`src/rtl/pc_pkg.sv`:
```
// Shared types and default vectors for the program-counter generator.
// Latency: n/a (declarations only).
// Backpressure: n/a.
package pc_pkg;

  // Which source supplies the next fetch PC.
  typedef enum logic [2:0] {
    SRC_HOLD,
    SRC_SEQ,
    SRC_RAS,
    SRC_BR,
    SRC_EXC
  } pc_src_t;

  localparam logic [31:0] DEF_RESET_VEC = 32'hFFFF_FFFC;
  localparam logic [31:0] DEF_EXC_VEC   = 32'h0000_0008;
  localparam int          DEF_STEP      = 4;
  localparam int          DEF_RAS_DEPTH = 4;

endpackage

```
`src/rtl/pc_ras.sv`:
```
// Circular return-address stack; a push when full overwrites the oldest entry.
// Latency: top/empty reflect pushes and pops one clk edge after they are issued.
// Backpressure: none; the caller qualifies push/pop, and flush empties the stack.
module pc_ras #(
  parameter int XLEN  = 32,
  parameter int DEPTH = 4
) (
  input  logic            clk,
  input  logic            reset,
  input  logic            flush,
  input  logic            push,
  input  logic            pop,
  input  logic [XLEN-1:0] push_addr,
  output logic [XLEN-1:0] top,
  output logic            empty
);

  localparam int PW = $clog2(DEPTH);
  localparam int CW = $clog2(DEPTH + 1);

  logic [XLEN-1:0] mem [DEPTH];
  logic [PW-1:0]   wr_ptr;
  logic [PW-1:0]   top_ptr;
  logic [CW-1:0]   count;
  logic            full;
  logic            swap;

  // wr_ptr always points one past the top; with a full stack that is the oldest slot.
  assign top_ptr = wr_ptr - PW'(1);
  assign top     = mem[top_ptr];
  assign empty   = (count == '0);
  assign full    = (count == CW'(DEPTH));
  assign swap    = push && pop && !empty;

  // Pointer and occupancy bookkeeping.
  always_ff @(posedge clk or posedge reset) begin
    if (reset) begin
      wr_ptr <= '0;
      count  <= '0;
    end else if (flush) begin
      wr_ptr <= '0;
      count  <= '0;
    end else if (swap) begin
      wr_ptr <= wr_ptr;
      count  <= count;
    end else if (push) begin
      wr_ptr <= wr_ptr + PW'(1);
      if (!full) count <= count + CW'(1);
    end else if (pop && !empty) begin
      wr_ptr <= top_ptr;
      count  <= count - CW'(1);
    end
  end

  // Entry storage: a simultaneous push+pop replaces the top in place.
  always_ff @(posedge clk) begin
    if (!flush) begin
      if (swap)      mem[top_ptr] <= push_addr;
      else if (push) mem[wr_ptr]  <= push_addr;
    end
  end

endmodule

```
`src/rtl/pc_gen.sv`:
```
// Fetch PC generator: exc > branch > RAS pop > sequential > hold; optional RAS via PC_GEN_RAS_EN.
// Latency: one clk edge from request to pc; pc_next is the combinational preview.
// Backpressure: pc_write=0 stalls sequential/RAS sources; exc and br_taken always win.
module pc_gen
  import pc_pkg::*;
#(
  parameter int              XLEN      = 32,
  parameter logic [XLEN-1:0] RESET_VEC = DEF_RESET_VEC,
  parameter logic [XLEN-1:0] EXC_VEC   = DEF_EXC_VEC,
  parameter int              STEP      = DEF_STEP,
  parameter int              RAS_DEPTH = DEF_RAS_DEPTH
) (
  input  logic            clk,
  input  logic            reset,
  input  logic            pc_write,
  input  logic            br_taken,
  input  logic [XLEN-1:0] br_target,
  input  logic            exc,
  input  logic            ras_push,
  input  logic [XLEN-1:0] ras_push_addr,
  input  logic            ras_pop,
  output logic [XLEN-1:0] pc,
  output logic [XLEN-1:0] pc_next,
  output logic            redirected,
  output logic            misalign,
  output logic            ras_empty
);

  localparam logic [XLEN-1:0] LOW_MASK = XLEN'(STEP - 1);

  pc_src_t         src;
  logic [XLEN-1:0] ras_top;
  logic            ras_pop_ok;
  logic            redirected_next;
  logic            misalign_next;

`ifdef PC_GEN_RAS_EN
  logic ras_push_q;
  logic ras_pop_q;

  // Calls are recorded even alongside a branch; a return only pops when it actually steers pc.
  assign ras_push_q = ras_push && pc_write && !exc;
  assign ras_pop_q  = ras_pop && pc_write && !exc && !br_taken && !ras_empty;
  assign ras_pop_ok = ras_pop && !ras_empty;

  pc_ras #(
    .XLEN  (XLEN),
    .DEPTH (RAS_DEPTH)
  ) u_ras (
    .clk       (clk),
    .reset     (reset),
    .flush     (exc),
    .push      (ras_push_q),
    .pop       (ras_pop_q),
    .push_addr (ras_push_addr),
    .top       (ras_top),
    .empty     (ras_empty)
  );
`else
  logic unused_ras;

  assign unused_ras = &{1'b0, ras_push, ras_pop, ras_push_addr};
  assign ras_pop_ok = 1'b0;
  assign ras_top    = '0;
  assign ras_empty  = 1'b1;
`endif

  // Pick the next-PC source and form the value pc takes at the next edge.
  always_comb begin
    src             = SRC_HOLD;
    pc_next         = pc;
    redirected_next = redirected;
    misalign_next   = misalign;
    if (exc)                       src = SRC_EXC;
    else if (br_taken)             src = SRC_BR;
    else if (pc_write && ras_pop_ok) src = SRC_RAS;
    else if (pc_write)             src = SRC_SEQ;
    case (src)
      SRC_EXC: begin
        pc_next         = EXC_VEC & ~LOW_MASK;
        redirected_next = 1'b1;
        misalign_next   = |(EXC_VEC & LOW_MASK);
      end
      SRC_BR: begin
        pc_next         = br_target & ~LOW_MASK;
        redirected_next = 1'b1;
        misalign_next   = |(br_target & LOW_MASK);
      end
      SRC_RAS: begin
        pc_next         = ras_top & ~LOW_MASK;
        redirected_next = 1'b1;
        misalign_next   = |(ras_top & LOW_MASK);
      end
      SRC_SEQ: begin
        pc_next         = pc + XLEN'(STEP);
        redirected_next = 1'b0;
        misalign_next   = 1'b0;
      end
      default: ;
    endcase
  end

  // PC and its status flags; reset forces the reset vector without waiting for clk.
  always_ff @(posedge clk or posedge reset) begin
    if (reset) begin
      pc         <= RESET_VEC;
      redirected <= 1'b0;
      misalign   <= 1'b0;
    end else begin
      pc         <= pc_next;
      redirected <= redirected_next;
      misalign   <= misalign_next;
    end
  end

endmodule

```
`config.mk`:
```
export PLATFORM = sky130hd
export DESIGN_NAME = pc_gen
export DESIGN_NICKNAME = d
export VERILOG_FILES = /design/src/rtl/pc_pkg.sv /design/src/rtl/pc_ras.sv /design/src/rtl/pc_gen.sv
export SDC_FILE = /design/constraint.sdc
export NUM_CORES = 1
export LEC_CHECK = 0
export BUFFER_PORTS_ARGS = -buffer_cell sky130_fd_sc_hd__buf_4
export CORE_MARGIN = 5
export CORE_UTILIZATION = 46
export DETAILED_ROUTE_END_ITERATION = 6
export HOLD_SLACK_MARGIN = 0.02
export PLACE_DENSITY = 0.91
export SETUP_SLACK_MARGIN = 0.15
export SKIP_CTS_REPAIR_TIMING = 1
export SYNTH_ARGS = -nofsm -noshare
export SYNTH_HDL_FRONTEND = slang
export SYNTH_HIERARCHICAL = 1
export SYNTH_SLANG_ARGS = --single-unit
```
`constraint.sdc`:
```
create_clock -name clk -period 3.9 [get_ports clk]
set_input_delay 0.39 -clock clk [delete_from_list [all_inputs] [get_ports clk]]
set_output_delay 0.39 -clock clk [all_outputs]
set_load 0.03 [all_outputs]
```
==> results.md <==
- Startpoint Class: flop
- Clk sinks: 34
- Share of layout cells above drive strength 1: 0.440
- First-pass GRT wire length: 11200 um
- H-tree levels: 2
- Ys flop type: dfstp_2
- Post-DP Area: 2980 sq um
- Clk root buf: clkbuf_8
- Die Wd: 79.1 um
- CTS clk-pin slew, worst paths: 0.07 ns
- FF-to-FF path depth: 5
- Clock network power share: 0.280
- Critical Path RT: ~3.5 ns
- Via count of the first global-routing pass: 2335
- Synthesized net count: 318
- Period minus WS final: 3.24 ns
- Internal power: 0.640 mW
- Port bufs: 102
- Synthesis Warnings: 6
- Sequential share of the synthesized area: 0.404
- Post-synthesis xor/xnor area fraction: 0.0398
- DRT antenna net count: 0
- Core outline area: 4690 sq um
- CP Max Fanout: 7
- Synthesized area per cell: 8.94 sq um
- Fin area: 3070 sq um
- Synth unique cells: 53
- Synth async-reset ratio: 1.00
- Logic pwr share: 0.279
- Unrepaired setup endpoints after global routing: no
- Mapped Cells: 246
- Max-cap violations: 0
- Commonest non-fill, non-tap cell in the layout: buf_4
- Syn-to-layout area delta: 39.5%
- Gr usage total: 0.228
- Synth Cell Area: about 2200 sq um
- Routed wire per std cell: roughly 18 um
- Row cnt: 25
- TritonRoute pass-1 iters: 4
- Die area: 6260 sq um
- NetSw: between 0.3 and 0.4 mW
- Register share of total power: 0.441
- Post-Synth Adder-Cell Area: 0.00569
- Worst setup path end: pc_next[16]
- Top post-synthesis cells by area: dfstp_2, dfrtp_1, nor2_1
- Detailed-route DRC error count: 0
- Power per Cell Area: roughly 320 nW/um^2
- Gr ovfl total: 0
- Via count: 2359
- Post-Route Setup TNS: 0 ns
- Nets: 412
- Iteration-0 DRC Markers: 133
- FF+latch count, synth: 34
- Post-synth EDFFs: 0
- Max Slew Vio Count: 0
- Worst Path Class, Setup: flop to primary output
- Worst Skew: 0.00522 ns
- R2R Path End: pc[16]
- Clk_lat worst skew: 0.28 ns
- Max clock buf depth: 2
- Arrival time worst endpoint: 2.85 ns
- Starting Density: 0.469
- Final wirelength: 7050 um
- Critical path capture point type: primary output
- CTS tree: done
- Post-synthesis simple-gate area fraction: 0.307
- Leak: 1.25 nW
- Fmax achieved: 309 MHz
- Drt via density: around 6.0
- Total Power: ~0.97 mW
- Status: finished, final reports clean
- Share of the cycle needed by the critical path after routing: 0.831
- Maximum VDD drop: 0.000182 V
- Final Setup Violations: 0
- Post-synthesis mux area share: 0.00911
- WHS: 0.200 ns
- CTS buffer count: 5
- Sw Ratio: 0.338
- Die height: 79.1 um
- Worst reg2reg path startpoint: pc[2]
- Min-delay worst type: input port to async pin
- Share of Yosys cell area claimed by the top area cell type: 0.359
- Slew @ Worst Pin: 0.793 ns
- Crit path from: pc[2]
- Hpwl dp: 5210 um
- Final Hold Viols: 0
- Leading area contributor after synthesis: dfstp_2
- Util after Layout: 0.654
- Largest family of logic cells by synthesized area: simple AND/OR/NAND/NOR gates
- # IOs: 138
- RePlAce Congestion: about 0.87
- N_diodes: 0
- Setup slack, reg-to-reg: 1.45 ns
- Most frequent cells in the layout: buf_4, dfstp_2, nor2_1, nand2_1, nand3_1
- Compound-Gate Fraction of Synth Area: 0.184
- Antenna violations before repair: 0
- Relative slew slack: 0.471
- Largest net degree at the start of global routing: 35
-- cell usage after synthesis (all sizes together) (2+ instances only) --
library cell,number
nor3b,2
nand3,17
o21ai,7
clkbuf,16
xor2,3
mux2i,2
and2,3
a211oi,8
inv,6
a21oi,10
o31ai,6
buf,3
o31a,2
and4,5
nor2b,2
dfrtp,4
nand4,12
or3,6
nor4,8
a21o,2
a221oi,2
xnor2,7
nand2,19
nand2b,2
or4,10
dfstp,30
nor3,4
nor2,23
a311oi,9
-- state kept, by name, summed over array words and instances (netlist names) --
| signal | cells |
|---|---|
| misalign | 1 |
| redirected | 1 |
| pc | 32 |
-- area by class of cell --
| cell class | count | area, sq um |
|---|---|---|
| clock buffer | 8 | 90.1 |
| fill | 407 | 1630 |
| inverter | 6 | 22.5 |
| multi-input combinational | 187 | 1200 |
| sequential | 34 | 888 |
| tap | 54 | 67.6 |
| timing repair buffer | 106 | 796 |
-- per-stage QoR --
step                cells  setup slack [ns]
floorplan             246             0.614
global placement      387              1.02
detailed placement    387             0.964
CTS                   395             0.651
global route          395             0.431
finish                395             0.659
-- metal layers --
metal  wire, um  GRT usage  part of all wire
met1       2820      0.267              0.40
met2       3540      0.388              0.50
met3        635     0.0816             0.090
met4         53     0.0739            0.0075
met5          0          0                 0
-- worst max-delay path, stage by stage, from the launching register on --
cell      delay [ns]
dfstp_2         0.59
ha_1            0.22
nand4_1         0.26
or3_1           0.49
or3_1           0.39
a311oi_1        0.38
buf_4           0.23
-- worst min-delay path by stage --
stage / endpoint / slack [ns]
5_1_grt: pc[0] / 0.24
6_report: pc[0] / 0.20
2_1_floorplan: misalign / 0.51
3_3_place_gp: redirected / 0.47
3_5_place_dp: redirected / 0.48
4_1_cts: misalign / 0.20
-- power groups by stage --
stage	Clock, mW	Sequential (mW)	Combinational, mW
6_report	0.271	0.427	0.270
2_1_floorplan	0	0.467	0.118
5_1_grt	0.292	0.431	0.289
3_5_place_dp	0	0.431	0.270
4_1_cts	0.278	0.426	0.272
3_3_place_gp	0	0.428	0.267
-- kinds of logic (layout without fill, tap and decap cells) --
| group | after synthesis | in the layout |
|---|---|---|
| AOI/OAI and AO/OA | 56 | 56 |
| buffers and inverters | 25 | 120 |
| xor gates and xnor gates | 10 | 10 |
| and+or+nand+nor | 117 | 117 |
| other | 1 | 1 |
| DFF | 34 | 34 |
| adders and majority gates | 1 | 1 |
| muxes | 2 | 2 |
No activity file was read; power rests on OpenSTA's default activity.
